**src/rtl/rf_pkg.sv**
```systemverilog
// Shared defaults and FSM state encoding for the register-file read streamer.
// Latency: n/a (package only).
// Backpressure: n/a (package only).
package rf_pkg;

  localparam int RF_DATA_W = 32;
  localparam int RF_ADDR_W = 5;
  localparam int RF_DEPTH  = 1 << RF_ADDR_W;

  typedef enum logic [1:0] {
    IDLE  = 2'd0,
    READ  = 2'd1,
    DRAIN = 2'd2,
    DONE  = 2'd3
  } state_t;

endpackage

```
**src/rtl/rf_skid_buf.sv**
```systemverilog
// Two-entry FIFO holding {last, addr, data} words between the register file and the consumer.
// Latency: a push is visible at the head one cycle later; the head is combinational from storage.
// Backpressure: the caller guarantees space; a push into a full buffer without a pop is dropped.
module rf_skid_buf #(
  parameter int W = 38
) (
  input  logic         clk,
  input  logic         rst,
  input  logic         push,
  input  logic [W-1:0] push_dat,
  input  logic         pop,
  output logic [W-1:0] head_dat,
  output logic [1:0]   cnt
);

  logic [W-1:0] mem [2];
  logic         wr_ptr;
  logic         rd_ptr;
  logic         do_push;
  logic         do_pop;

  assign do_pop   = pop && (cnt != 2'd0);
  assign do_push  = push && ((cnt != 2'd2) || do_pop);
  assign head_dat = mem[rd_ptr];

  // Storage, pointers and occupancy; reset clears contents so the head reads zero.
  always_ff @(posedge clk or posedge rst) begin
    if (rst) begin
      mem[0] <= '0;
      mem[1] <= '0;
      wr_ptr <= 1'b0;
      rd_ptr <= 1'b0;
      cnt    <= 2'd0;
    end else begin
      if (do_push) begin
        mem[wr_ptr] <= push_dat;
        wr_ptr      <= ~wr_ptr;
      end
      if (do_pop) begin
        rd_ptr <= ~rd_ptr;
      end
      cnt <= cnt + 2'(do_push) - 2'(do_pop);
    end
  end

endmodule

```
**src/rtl/regfile_read_streamer.sv**
```systemverilog
// Streams COUNT consecutive register-file words (wrapping addresses) out on a valid/ready port.
// Latency: start sampled at edge E0 -> rd_en in the next cycle -> out_valid after E2; 1 word/cycle when ready.
// Backpressure: a read is issued only when in-flight + buffered words (less one being popped) is below 2.
module regfile_read_streamer
  import rf_pkg::*;
#(
  parameter int DATA_W = RF_DATA_W,
  parameter int ADDR_W = RF_ADDR_W,
  parameter int DEPTH  = RF_DEPTH
) (
  input  logic              clk,
  input  logic              rst,
  input  logic              start,
  input  logic [ADDR_W-1:0] start_addr,
  input  logic [ADDR_W:0]   count,
  output logic              busy,
  output logic              rd_en,
  output logic [ADDR_W-1:0] rd_addr,
  input  logic [DATA_W-1:0] rd_data,
  output logic              out_valid,
  input  logic              out_ready,
  output logic [DATA_W-1:0] out_data,
  output logic [ADDR_W-1:0] out_addr,
  output logic              out_last,
  output logic              done
);

  localparam int CW = ADDR_W + 1;
  localparam int EW = 1 + ADDR_W + DATA_W;

  state_t            state;
  state_t            state_nxt;
  logic [ADDR_W-1:0] addr;
  logic [CW-1:0]     remaining;
  logic [CW-1:0]     count_clamped;
  logic              infl_vld;
  logic              infl_last;
  logic [ADDR_W-1:0] infl_addr;
  logic [1:0]        buf_cnt;
  logic [EW-1:0]     head;
  logic              pop;
  logic [2:0]        used;
  logic              last_issue;
  logic              cmd_accept;

  // Counts above DEPTH would re-read registers; clamp so each is read at most once.
  assign count_clamped = (count > CW'(DEPTH)) ? CW'(DEPTH) : count;

  // Occupancy seen by the credit check: registered counts, minus a word leaving this cycle.
  assign used       = 3'(infl_vld) + 3'(buf_cnt) - 3'(pop);
  assign last_issue = rd_en && (remaining == CW'(1));
  assign cmd_accept = (state == IDLE) && start && (count != '0);

  assign rd_addr   = addr;
  assign out_valid = (buf_cnt != 2'd0);
  assign pop       = out_valid && out_ready;
  assign out_last  = head[EW-1];
  assign out_addr  = head[DATA_W +: ADDR_W];
  assign out_data  = head[DATA_W-1:0];

  // State register plus address/remaining counters and the one-deep in-flight read tracker.
  always_ff @(posedge clk or posedge rst) begin
    if (rst) begin
      state     <= IDLE;
      addr      <= '0;
      remaining <= '0;
      infl_vld  <= 1'b0;
      infl_last <= 1'b0;
      infl_addr <= '0;
    end else begin
      state    <= state_nxt;
      infl_vld <= rd_en;
      if (rd_en) begin
        infl_addr <= addr;
        infl_last <= last_issue;
      end
      if (cmd_accept) begin
        addr      <= start_addr;
        remaining <= count_clamped;
      end else if (rd_en) begin
        addr      <= addr + ADDR_W'(1);
        remaining <= remaining - CW'(1);
      end
    end
  end

  // Next-state and FSM outputs; the read request is gated by the credit check.
  always_comb begin
    state_nxt = state;
    busy      = 1'b1;
    done      = 1'b0;
    rd_en     = 1'b0;
    case (state)
      IDLE: begin
        busy = 1'b0;
        if (start) begin
          state_nxt = (count == '0) ? DONE : READ;
        end
      end
      READ: begin
        rd_en = (used < 3'd2);
        if (rd_en && (remaining == CW'(1))) begin
          state_nxt = DRAIN;
        end
      end
      DRAIN: begin
        if (pop && out_last) begin
          state_nxt = DONE;
        end
      end
      DONE: begin
        done      = 1'b1;
        state_nxt = IDLE;
      end
      default: begin
        state_nxt = IDLE;
      end
    endcase
  end

  rf_skid_buf #(
    .W (EW)
  ) u_buf (
    .clk      (clk),
    .rst      (rst),
    .push     (infl_vld),
    .push_dat ({infl_last, infl_addr, rd_data}),
    .pop      (pop),
    .head_dat (head),
    .cnt      (buf_cnt)
  );

endmodule

```
**config.mk**
```make
export PLATFORM = sky130hd
export DESIGN_NAME = regfile_read_streamer
export DESIGN_NICKNAME = d
export VERILOG_FILES = /design/src/rtl/rf_pkg.sv /design/src/rtl/rf_skid_buf.sv /design/src/rtl/regfile_read_streamer.sv
export SDC_FILE = /design/constraint.sdc
export NUM_CORES = 1
export LEC_CHECK = 0
export BUFFER_PORTS_ARGS = -buffer_cell sky130_fd_sc_hd__buf_2
export CORE_ASPECT_RATIO = 1.1
export CORE_MARGIN = 10
export CORE_UTILIZATION = 59
export CTS_BUF_LIST = sky130_fd_sc_hd__clkbuf_16
export DETAILED_ROUTE_END_ITERATION = 10
export PLACE_DENSITY = 0.85
export SLEW_MARGIN = 15
export SYNTH_ARGS = -nofsm -noshare
export SYNTH_HDL_FRONTEND = slang
export SYNTH_HIERARCHICAL = 1
export SYNTH_SLANG_ARGS = --single-unit
export TNS_END_PERCENT = 20
```
**constraint.sdc**
```tcl
create_clock -name clk -period 5.28 [get_ports clk]
set_input_delay 1.056 -clock clk [delete_from_list [all_inputs] [get_ports clk]]
set_output_delay 1.056 -clock clk [all_outputs]
set_load 0.02 [all_outputs]
```
# Yosys cells after proc, flatten, opt, wreduce, memory -nomap -nowiden
# Index checks and enable logic that the tools add are counted.
# totals
in_bits	47
wordCells	69
reg_bits	100
# classes
bitwise_logic	4
n_addsub	6
magnitude_cmp	5
eq_ne	8
muxes	19
n_reduce_logical	16
# ops
cell	count
$mux W38	4
$bwmux W76	1
$demux W38 S1	1
$mux W6	3
$mux W5	2
$logic_and A1 B1 Y1	9
$mux W2	4
$ne A2 B2 Y1 const B	4
$pmux W2 S4	1
$eq A6 B1 Y1 const B	1
$gt A6 B6 Y1 const B	1
$logic_not A6 Y1	1
$reduce_bool A6 Y1	1
$sub A6 B1 Y6 const B	1
$add A5 B1 Y5 const B	1
$eq A2 B2 Y1 const B	2
$ge A2 B2 Y1 const B	2
$not A1 Y2	2
$reduce_bool A2 Y1	2
$add A1 B2 Y3	1
$lt A3 B2 Y1 const B	1
$mux W1	3
$reduce_and A3 Y1	1
$sub A3 B1 Y3	1
7 further kinds	8

# Depth between registers and ports, before layout
# Gate-level depths: netlist (run 1).
# logic_depth
depth_word	7
depth_mapped	10

# By module
# The synthesis (run 1) kept the hierarchy.
# by_module_without_submodules
mod	cells_each	area_per_inst_um2	n_inst
rf_skid_buf	234	3492.1	1
regfile_read_streamer	132	1231.2	1

# Least setup slack after synthesis (run 1)
# No wires, ideal clock.
# synth_path
path_type	input to output
from	in out_ready
to	out rd_en
required_time_ps	4224
path_buffers	1
t_arrival_ps	2689
path_stages	8
setup_slack_ps	1535
cell_sequence	o21a_1 > ha_1 > nand2b_1 > fa_1 > and2_1 > nand2_2 > inv_2 > buf_4
# synth_between
elab_chain_len	4
# synth_rtl
element	line_no	source
start, declared	regfile_read_streamer.sv:21	input logic out_ready,
$logic_and A1 B1 Y1	regfile_read_streamer.sv:56	assign pop = out_valid && out_ready;
$sub A3 B1 Y3	regfile_read_streamer.sv:50	assign used = 3'(infl_vld) + 3'(buf_cnt) - 3'(pop);
$lt A3 B2 Y1	regfile_read_streamer.sv:101	rd_en = (used < 3'd2);
$mux W1	regfile_read_streamer.sv:93	case (state)
end, declared	regfile_read_streamer.sv:17	output logic rd_en,
# No other way between the ends.

# Worst setup path after layout (run 1)
# layout_path
from	in out_ready
to	out rd_en
# layout_between
elab_chain_len	4
# layout_rtl
element	line_no	source
$logic_and A1 B1 Y1	regfile_read_streamer.sv:56	
net pop	regfile_read_streamer.sv:41	logic pop;
$sub A3 B1 Y3	regfile_read_streamer.sv:50	
$lt A3 B2 Y1	regfile_read_streamer.sv:101	
$mux W1	regfile_read_streamer.sv:93	
# The timed path passes the listed nets, and every way through them passes these cells.

==> impl_metrics.yaml, run 1 <==
clocking:
  ctsRootBufferMaster: "clkbuf_16"
  clkTransAtPathRegs_ns: 0.06
  post_cts_buffers: 0
  clock_sinks: 100
  post_cts_resized: 0
  cts_max_level: 3
  clkLatencyLatePin_ns: 0.33
  cts_tree: "yes"
  clock_path_buffers: 2
  cts_buffers: 9
  cts_hold_buf: 0
power_and_ir_drop:
  switchingPower_uw: 1483
  p_leak_uw: 0.002571
  p_per_area_mw_per_mm2: 690.9
  p_int_uw: 2327
  ir_drop_v: 0.0003592
  clock_power_share_pct: 15.5
  power_uw: 3810
  comb_power_share_pct: 46.9
  pwr-share-seq_pct: 37.6
  p_sw_share_pct: 38.93
timing:
  period_share_pct: 81.91
  worstMarginPinSlew_ns: 1.112
  fin_crit_ns: 4.325
  worst_hold_slack_ns: 0.4869
  drv_slew: 0
  fin_worst_skew_ns: 0.005814
  hold_viol: 0
  tns_ns: 0
  fmaxAchievable_mhz: 231.2
  setup_viol: 0
  rsz0062_at_grt: "false"
  slew-limit-headroom_pct: 25.69
yosys:
  synth_area_leaders: "dfrtp_1 (53%), mux2_2 (25%), nand2_1 (2.9%)"
  synth_edf_count: 0
  ys_seq_area_share_pct: 52.98
  synthCells: 366
  yosys_most_used_dff: "dfrtp_1"
  synth_seq_cells: 100
  async_reset_ff_share_pct: 100.0
  ys_types: 49
  synth_area_per_cell_um2: 12.91
  netlist_area_mm2: 0.004723
  synth_nets: 425
  yosys.area.top_type_share_pct: 52.98
  synth_top_cell_by_area: "dfrtp_1"
  yosysWarnings: 6
setup_path:
  worstPathArrival_ns: 3.27
  crit_fanout: 14
  crit_type: "input port to output port"
  worstSetupEndpointType: "output port"
  cp-start-kind: "input port"
  required_ns: 4.22
die:
  initial_core_util_pct: 60.02
  core_mm2: 0.007870
  ios: 94
  fp.dieH_um: 113.8
  dieArea_mm2: 0.01199
  num_rows: 34
  die_w_um: 105.3
drt:
  ant_nets: 0
  drt-initial-drc-count: 119
  vias: 3104
  routed_wl_um: 9528
  firstDrtPassIters: 4
  via_per_inst: 5.465
  wl_per_cell_um: 16.77
  drc: 0
hold_path:
  min_path_type: "flip-flop to flip-flop"
global_route:
  antenna_found_initial: 0
  overflow: 0
  grt_pass1_wl_um: 16280
  grt_util_all_layers_pct: 16.21
  grt_pass1_vias: 3397
  grt_max_degree: 55
run:
  max-cap-violations: 0
layout:
  drive_above_1_share_pct: 49.35
  syn_to_final_growth_pct: 16.74
  fillers: 568
  diodes: 0
  layout.nets: 514
run_status:
  status: "complete, no violations"
place:
  io_buffers: 93
  gp_congestion: 0.8094
  dp_hpwl_um: 6776
metrics by stage:
step / std cells / worst slack [ns] / instance area, um2 / util, %
after global placement: 552 / 1.094 / 5241 / 66.60
after CTS: 568 / 0.9604 / 5510 / 70.02
after floorplan: 366 / 1.535 / 4723 / -
after detailed placement: 552 / 0.9758 / 5241 / 66.60
final: 568 / 0.9554 / 5514 / 70.06
after global routing: 568 / 0.8130 / 5514 / 70.06
synthesized netlist by cell type, drive strengths merged, types with 2 or more instances:
library cell,n
dfrtp,100
a22o,2
nand2b,2
a22oi,2
mux2i,4
o22ai,3
nand4,3
ha,11
o21ai,18
nor4,2
a21o,2
xnor2,6
inv,16
nor2,6
xor2,5
mux2,105
nand2,38
nor3,2
nor3b,2
o21a,2
buf,14
clkbuf,2
and2,3
kinds of logic (layout without fill, tap and decap cells):
group | after synthesis | after routing | synth area share [%]
XOR/XNOR | 11 | 11 | 2.199
multiplexers | 109 | 109 | 25.88
AND/OR/NAND/NOR | 65 | 65 | 7.100
AO/OA/AOI/OAI | 37 | 37 | 5.006
adder cells (fa/ha/maj) | 12 | 12 | 3.338
flip-flops | 100 | 100 | 52.98
buffers and inverters | 32 | 126 | 3.497
power groups by stage:
stage               Clock [uW]  Combinational (uW)  Sequential (uW)
floorplan                    0                1420             1340
global placement             0                1750             1420
detailed placement           0                1800             1450
CTS                        603                1820             1440
global route               641                1950             1500
finish                     590                1790             1430
path summary, 6_finish.rpt:
| check | from | endpoint | slack, ns | depth (start not counted) |
|---|---|---|---|---|
| worst max register to register | u_buf/cnt[1] | rd_addr[1] | 2.28 | 9 |
| worst max-delay path | out_ready | rd_en | 0.96 | 9 |
| min in group asynchronous | rst | u_buf/mem[33] | 0.73 | 2 |
| max in group asynchronous | rst | u_buf/rd_ptr | 3.49 | 3 |
| worst min-delay path | u_buf/wr_ptr | u_buf/wr_ptr | 0.49 | 1 |
| worst min register to register | u_buf/wr_ptr | u_buf/wr_ptr | 0.49 | 1 |
critical path, cell delays in order:
cell and delay (ns):
buf_2 0.08, o21a_1 0.24, ha_1 0.27, nand2b_1 0.15, fa_1 0.42, xnor2_2 0.31, nand2_2 0.24, inv_2 0.28
buf_2 0.22
flip-flops by register name, summed over array words and instances (netlist names):
signal / count
rd_addr: 5
infl_last: 1
u_buf/rd_ptr: 1
state: 2
u_buf/mem: 76
infl_vld: 1
remaining: 6
u_buf/cnt: 2
u_buf/wr_ptr: 1
infl_addr: 5
placed cells by master, fill, tap and decap left out, types with 2 or more instances in the layout:
cell type	n
a22oi_1	2
clkinv_2	4
nor2_1	4
inv_1	15
o21a_1	2
mux2_2	104
buf_2	93
nand4_1	3
and2_1	3
o22ai_1	3
clkbuf_16	9
nand2_1	37
nand2b_1	2
xor2_1	5
mux2i_1	4
a22o_1	2
o21ai_0	11
dfrtp_1	99
nor4_2	2
ha_1	11
nor2_4	2
nor3_1	2
o21ai_1	7
xnor2_1	5
a21o_1	2
metal layers:
metal | track usage [%] | vias up | share of wire (%)
li1 | - | 1458 | -
met1 | 19.57 | 1561 | 44
met5 | 0 | - | 0
met3 | 5.753 | 7 | 7.0
met4 | 4.487 | 0 | 0.79
met2 | 26.86 | 78 | 48
final cells by class:
class	count	area [um2]	area share [%]
clock buffers	9	225.2	4.084
clock inverters	7	43.79	0.7942
inverters	16	61.31	1.112
multi-input cells	234	2072	37.58
flip-flops and latches	100	2504	45.41
well taps	108	135.1	2.451
repair buffers	94	473.0	8.577
(Power assumes the default switching activity.)
==> inputs of run 2 (changes only) <==
--- a/config.mk
+++ b/config.mk
@@ -8,10 +8,10 @@
 export BUFFER_PORTS_ARGS = -buffer_cell sky130_fd_sc_hd__buf_2
 export CORE_ASPECT_RATIO = 1.1
 export CORE_MARGIN = 10
-export CORE_UTILIZATION = 59
+export CORE_UTILIZATION = 55
 export CTS_BUF_LIST = sky130_fd_sc_hd__clkbuf_16
 export DETAILED_ROUTE_END_ITERATION = 10
-export PLACE_DENSITY = 0.85
+export PLACE_DENSITY = 0.8
 export SLEW_MARGIN = 15
 export SYNTH_ARGS = -nofsm -noshare
 export SYNTH_HDL_FRONTEND = slang
==> constraint.sdc (replaced) <==
create_clock -name clk -period 4.5 [get_ports clk]
set_input_delay 0.9 -clock clk [delete_from_list [all_inputs] [get_ports clk]]
set_output_delay 0.9 -clock clk [all_outputs]
set_load 0.02 [all_outputs]
==> impl_metrics.yaml, run 2 (synthesized netlist as in run 1, its figures left out) <==
hold_path:
  hold-path-cell-count: 1
  min_path_type: "flip-flop to flip-flop"
  hold_start: "u_buf/wr_ptr"
drt:
  routed_wl_um: 9874
  drc: 0
  wl_per_cell_um: 17.29
  ant_nets: 0
  vias: 3056
  drt-initial-drc-count: 143
  via_per_inst: 5.352
  firstDrtPassIters: 4
timing:
  worstMarginPinSlew_ns: 1.108
  fin_worst_skew_ns: 0.005558
  drv_slew: 0
  hold_viol: 0
  slew-limit-headroom_pct: 25.96
  tns_ns: 0
  period_share_pct: 87.68
  setup_viol: 0
  setup_ws_ns: 0.5546
  fin_crit_ns: 3.945
  rsz0062_at_grt: "false"
  fmaxAchievable_mhz: 253.5
clocking:
  cts_tree: "yes"
  post_cts_resized: 0
  ctsRootBufferMaster: "clkbuf_16"
  post_cts_buffers: 0
  cts_max_level: 3
  clkLatencyLatePin_ns: 0.33
  clock_path_buffers: 2
  cts_buffers: 9
  cts_hold_buf: 0
  clkTransAtPathRegs_ns: 0.06
  clock_sinks: 100
layout:
  final_area_mm2: 0.005542
  regMostFlops: "u_buf/mem"
  mostFrequentLayoutCell: "mux2_2"
  drive_above_1_share_pct: 49.13
  layout.nets: 514
  diodes: 0
  layout_common_cells: "mux2_2 (104), dfrtp_1 (99), buf_2 (93), nand2_1 (37), inv_1 (15)"
  syn_to_final_growth_pct: 17.32
  largest_reg_flops: 76
  top_regs: "u_buf/mem x76, remaining x6"
  stdcell_count: 571
global_route:
  grt_pass1_wl_um: 16920
  grtUsageMet2_pct: 28.74
  overflow: 0
  use_met1_pct: 19.04
  grt_util_all_layers_pct: 16.51
  busiest_layer: "met2"
  grt_max_degree: 43
  grt_util_met3_pct: 4.272
  antenna_found_initial: 0
  grt_pass1_vias: 3540
run:
  max-cap-violations: 0
power_and_ir_drop:
  pwr-share-seq_pct: 37.3
  comb_power_share_pct: 46.2
  ir_drop_v: 0.0003394
  p_per_area_mw_per_mm2: 818.5
  power_uw: 4536
  p_sw_share_pct: 38.54
  clock_power_share_pct: 16.5
  p_leak_uw: 0.002584
  p_int_uw: 2788
  switchingPower_uw: 1748
die:
  ios: 94
  fp.dieH_um: 117.2
  dieArea_mm2: 0.01270
  core_mm2: 0.008364
  num_rows: 35
  die_w_um: 108.4
  initial_core_util_pct: 56.47
place:
  preCtsSetupSlack_ns: 0.5658
  io_buffers: 93
  gp_congestion: 0.8305
  placed_area_mm2: 0.005245
  dp_hpwl_um: 7217
  place_inst: 555
setup_path:
  worstSetupStartpoint: "out_ready"
  rrSetupSlack_ns: 1.60
  worstSetupEndpointType: "output port"
  cp-start-kind: "input port"
  rr_startpoint: "u_buf/cnt[1]"
  crit_fanout: 14
  r2r_end: "rd_addr[1]"
  worstPathArrival_ns: 3.05
  critPathCapture: "rd_en"
  crit_type: "input port to output port"
  rr_worst_depth: 9
  required_ns: 3.60
run_status:
  status: "complete, no violations"
## run 2: changes by cell type in the layout (fill, tap and decap cells not counted), sizes merged
cell	previous run	this run
bufinv	0	1
clkinvlp	1	0
## run 2: routing by layer
metal | vias up | wire [um]
met5 | - | 0
met4 | 0 | 249
met1 | 1499 | 4158
met3 | 18 | 489
li1 | 1459 | -
met2 | 80 | 4978
## run 2: area by class of cell
class / count / area, um2
fillers: 673 / 2823
flip-flops and latches: 100 / 2504
multi-input cells: 234 / 2072
repair buffers: 94 / 473.0
clock buffers: 9 / 225.2
well taps: 111 / 138.9
clock inverters: 7 / 67.56
inverters: 16 / 61.31
## run 2: how the worst min path moves through the flow
| stage | slack (ns) | end |
|---|---|---|
| after floorplan | 0.45 | u_buf/mem[38] |
| after global placement | 0.46 | u_buf/mem[38] |
| after detailed placement | 0.48 | u_buf/wr_ptr |
| after CTS | 0.49 | u_buf/wr_ptr |
| after global routing | 0.51 | u_buf/wr_ptr |
| final | 0.49 | u_buf/wr_ptr |
## run 2: through the flow
step | hold slack [ns] | utilization [%]
after floorplan | 0.4541 | -
after global placement | 0.4640 | 62.71
after detailed placement | 0.4803 | 62.71
after CTS | 0.4894 | 66.21
after global routing | 0.5068 | 66.25
final | 0.4904 | 66.25
## run 2: worst max-delay path, stage by stage
cell and delay (ns):
buf_2 0.08, o21a_1 0.24, ha_1 0.26, nand2b_1 0.15, fa_1 0.41, xnor2_2 0.29, nand2_2 0.23, inv_2 0.26
buf_2 0.22
## run 2: power by group through the flow
| stage | logic, uW | registers [uW] | clock network, uW |
|---|---|---|---|
| final | 2100 | 1690 | 748 |
| after global routing | 2310 | 1760 | 802 |
| after CTS | 2140 | 1700 | 768 |
| after detailed placement | 2120 | 1710 | 0 |
| after global placement | 2060 | 1670 | 0 |
| after floorplan | 1660 | 1580 | 0 |
==> inputs of run 3 (changes only) <==
--- a/config.mk
+++ b/config.mk
@@ -8,10 +8,10 @@
 export BUFFER_PORTS_ARGS = -buffer_cell sky130_fd_sc_hd__buf_2
 export CORE_ASPECT_RATIO = 1.1
 export CORE_MARGIN = 10
-export CORE_UTILIZATION = 55
-export CTS_BUF_LIST = sky130_fd_sc_hd__clkbuf_16
+export CORE_UTILIZATION = 57
+export CTS_BUF_LIST = sky130_fd_sc_hd__clkbuf_4 sky130_fd_sc_hd__clkbuf_8
 export DETAILED_ROUTE_END_ITERATION = 10
-export PLACE_DENSITY = 0.8
+export PLACE_DENSITY = 0.82
 export SLEW_MARGIN = 15
 export SYNTH_ARGS = -nofsm -noshare
 export SYNTH_HDL_FRONTEND = slang
==> impl_metrics.yaml, run 3 (synthesized netlist as in run 1, its figures left out) <==
setup_path:
  slowest_delay_ns: 0.41
  worstPathArrival_ns: 3.11
  worstSetupStartpoint: "out_ready"
  cp_slowest_cell: "fa_1"
  worstSetupEndpointType: "output port"
  crit_type: "input port to output port"
  path_common_cell: "buf_2"
  rr_worst_depth: 9
  cp-start-kind: "input port"
  rr_startpoint: "u_buf/cnt[1]"
  crit_fanout: 14
  required_ns: 3.60
  crit_chain: "buf_2, o21a_1, ha_1, nand2b_1, fa_1, xnor2_2, nand2_2, inv_2, buf_2"
layout:
  final_area_mm2: 0.005438
  drive_above_1_share_pct: 49.46
  diodes: 0
  layout.nets: 514
  seq_area_mm2: 0.002504
  utilization_pct: 67.99
  syn_to_final_growth_pct: 15.13
  layout_common_cells: "mux2_2 (104), dfrtp_1 (99), buf_2 (93), nand2_1 (37), inv_1 (14)"
  largest_reg_flops: 76
  top_regs: "u_buf/mem x76, remaining x6"
  mostFrequentLayoutCell: "mux2_2"
  multi_input_area_mm2: 0.002072
  fillers: 645
  regMostFlops: "u_buf/mem"
global_route:
  grt_pass1_wl_um: 16070
  grt_pass1_vias: 3367
  overflow: 0
  antenna_found_initial: 0
  grt_max_degree: 50
  grt_util_all_layers_pct: 15.85
timing:
  tns_ns: 0
  rsz0062_at_grt: "false"
  worstMarginPinSlew_ns: 1.142
  setup_viol: 0
  fmaxAchievable_mhz: 249.7
  fin_crit_ns: 4.005
  slew-limit-headroom_pct: 23.66
  drv_slew: 0
  setup_ws_ns: 0.4946
  period_share_pct: 89.01
  fin_worst_skew_ns: 0.007933
  hold_viol: 0
hold_path:
  hold-path-cell-count: 1
  hold_start: "u_buf/wr_ptr"
  min_path_type: "flip-flop to flip-flop"
clocking:
  ctsRootBufferMaster: "clkbuf_8"
  cts_tree: "yes"
  post_cts_resized: 0
  post_cts_buffers: 0
  cts_hold_buf: 0
  cts_max_level: 3
  clkLatencyLatePin_ns: 0.35
  clkTransAtPathRegs_ns: 0.09
  clock_sinks: 100
  cts_buffers: 9
  clock_path_buffers: 2
power_and_ir_drop:
  p_leak_uw: 0.002522
  switchingPower_uw: 1728
  ir_drop_v: 0.0004629
  pwr-share-seq_pct: 38.9
  clock_power_share_pct: 12.8
  p_per_area_mw_per_mm2: 798.8
  p_int_uw: 2616
  comb_power_share_pct: 48.3
  p_sw_share_pct: 39.78
place:
  placed_area_mm2: 0.005241
  io_buffers: 93
  gp_congestion: 0.8430
  dp_hpwl_um: 7020
  preCtsSetupSlack_ns: 0.5256
drt:
  firstDrtPassIters: 4
  via_per_inst: 5.446
  wl_per_cell_um: 17.06
  drc: 0
  routed_wl_um: 9673
  drt-initial-drc-count: 109
  ant_nets: 0
  vias: 3088
die:
  initial_core_util_pct: 59.06
  core_mm2: 0.007998
  ios: 94
  dieArea_mm2: 0.01233
  num_rows: 34
  fp.dieH_um: 115.5
  die_w_um: 106.8
run_status:
  status: "complete, no violations"
run:
  max-cap-violations: 0
==> run 3: cell types whose count changed in the layout (fill, tap and decap cells not counted), sizes merged <==
| cell | change |
|---|---|
| clkbuf | +1 |
| clkinvlp | +3 |
| clkinv | -4 |
| inv | -1 |
==> run 3: final cells by class <==
type                       instances  share of cell area (%)
clock inverter                     5                   1.127
clock buffer                      10                   2.416
sequential                       100                   46.04
tap                              108                   2.485
inverter                          16                   1.127
timing repair buffer              94                   8.698
multi-input combinational        234                   38.10
==> run 3: power by group through the flow <==
| stage | logic [uW] | clock network [uW] | registers (uW) |
|---|---|---|---|
| 2_1_floorplan | 1660 | 0 | 1580 |
| 3_3_place_gp | 2060 | 0 | 1670 |
| 3_5_place_dp | 2120 | 0 | 1710 |
| 4_1_cts | 2130 | 574 | 1690 |
| 5_1_grt | 2300 | 614 | 1760 |
| 6_report | 2100 | 557 | 1690 |
==> run 3: worst paths after layout <==
kind / slack, ns / to
setup / recovery: 0.49 / rd_en
hold / removal: 0.50 / u_buf/wr_ptr
setup reg to reg: 1.56 / rd_addr[1]
hold reg to reg: 0.50 / u_buf/wr_ptr
max in group asynchronous: 2.88 / u_buf/rd_ptr
min in group asynchronous: 0.68 / u_buf/mem[67]
==> run 3: stage by stage <==
step | cells | power [uW] | hold WS [ns]
4_1_cts | 567 | 4398 | 0.4985
5_1_grt | 567 | 4670 | 0.5261
3_3_place_gp | 552 | 3727 | 0.4637
6_report | 567 | 4344 | 0.4972
2_1_floorplan | 366 | 3240 | 0.4541
3_5_place_dp | 552 | 3831 | 0.4813
==> run 3: worst max-delay path: cells and delay by family <==
family | cells | cell delay (ns)
AOI/OAI and AO/OA | 1 | 0.22
xor gates and xnor gates | 1 | 0.30
adders and majority gates | 2 | 0.67
buffers and inverters | 3 | 0.61
and+or+nand+nor | 2 | 0.40
==> run 3: routing by layer <==
layer / track usage [%] / routed length (um) / vias to the layer above
met5: 0 / 0 / -
li1: - / - / 1450
met3: 4.553 / 514 / 10
met4: 4.426 / 99 / 0
met2: 26.61 / 4947 / 76
met1: 19.58 / 4111 / 1552
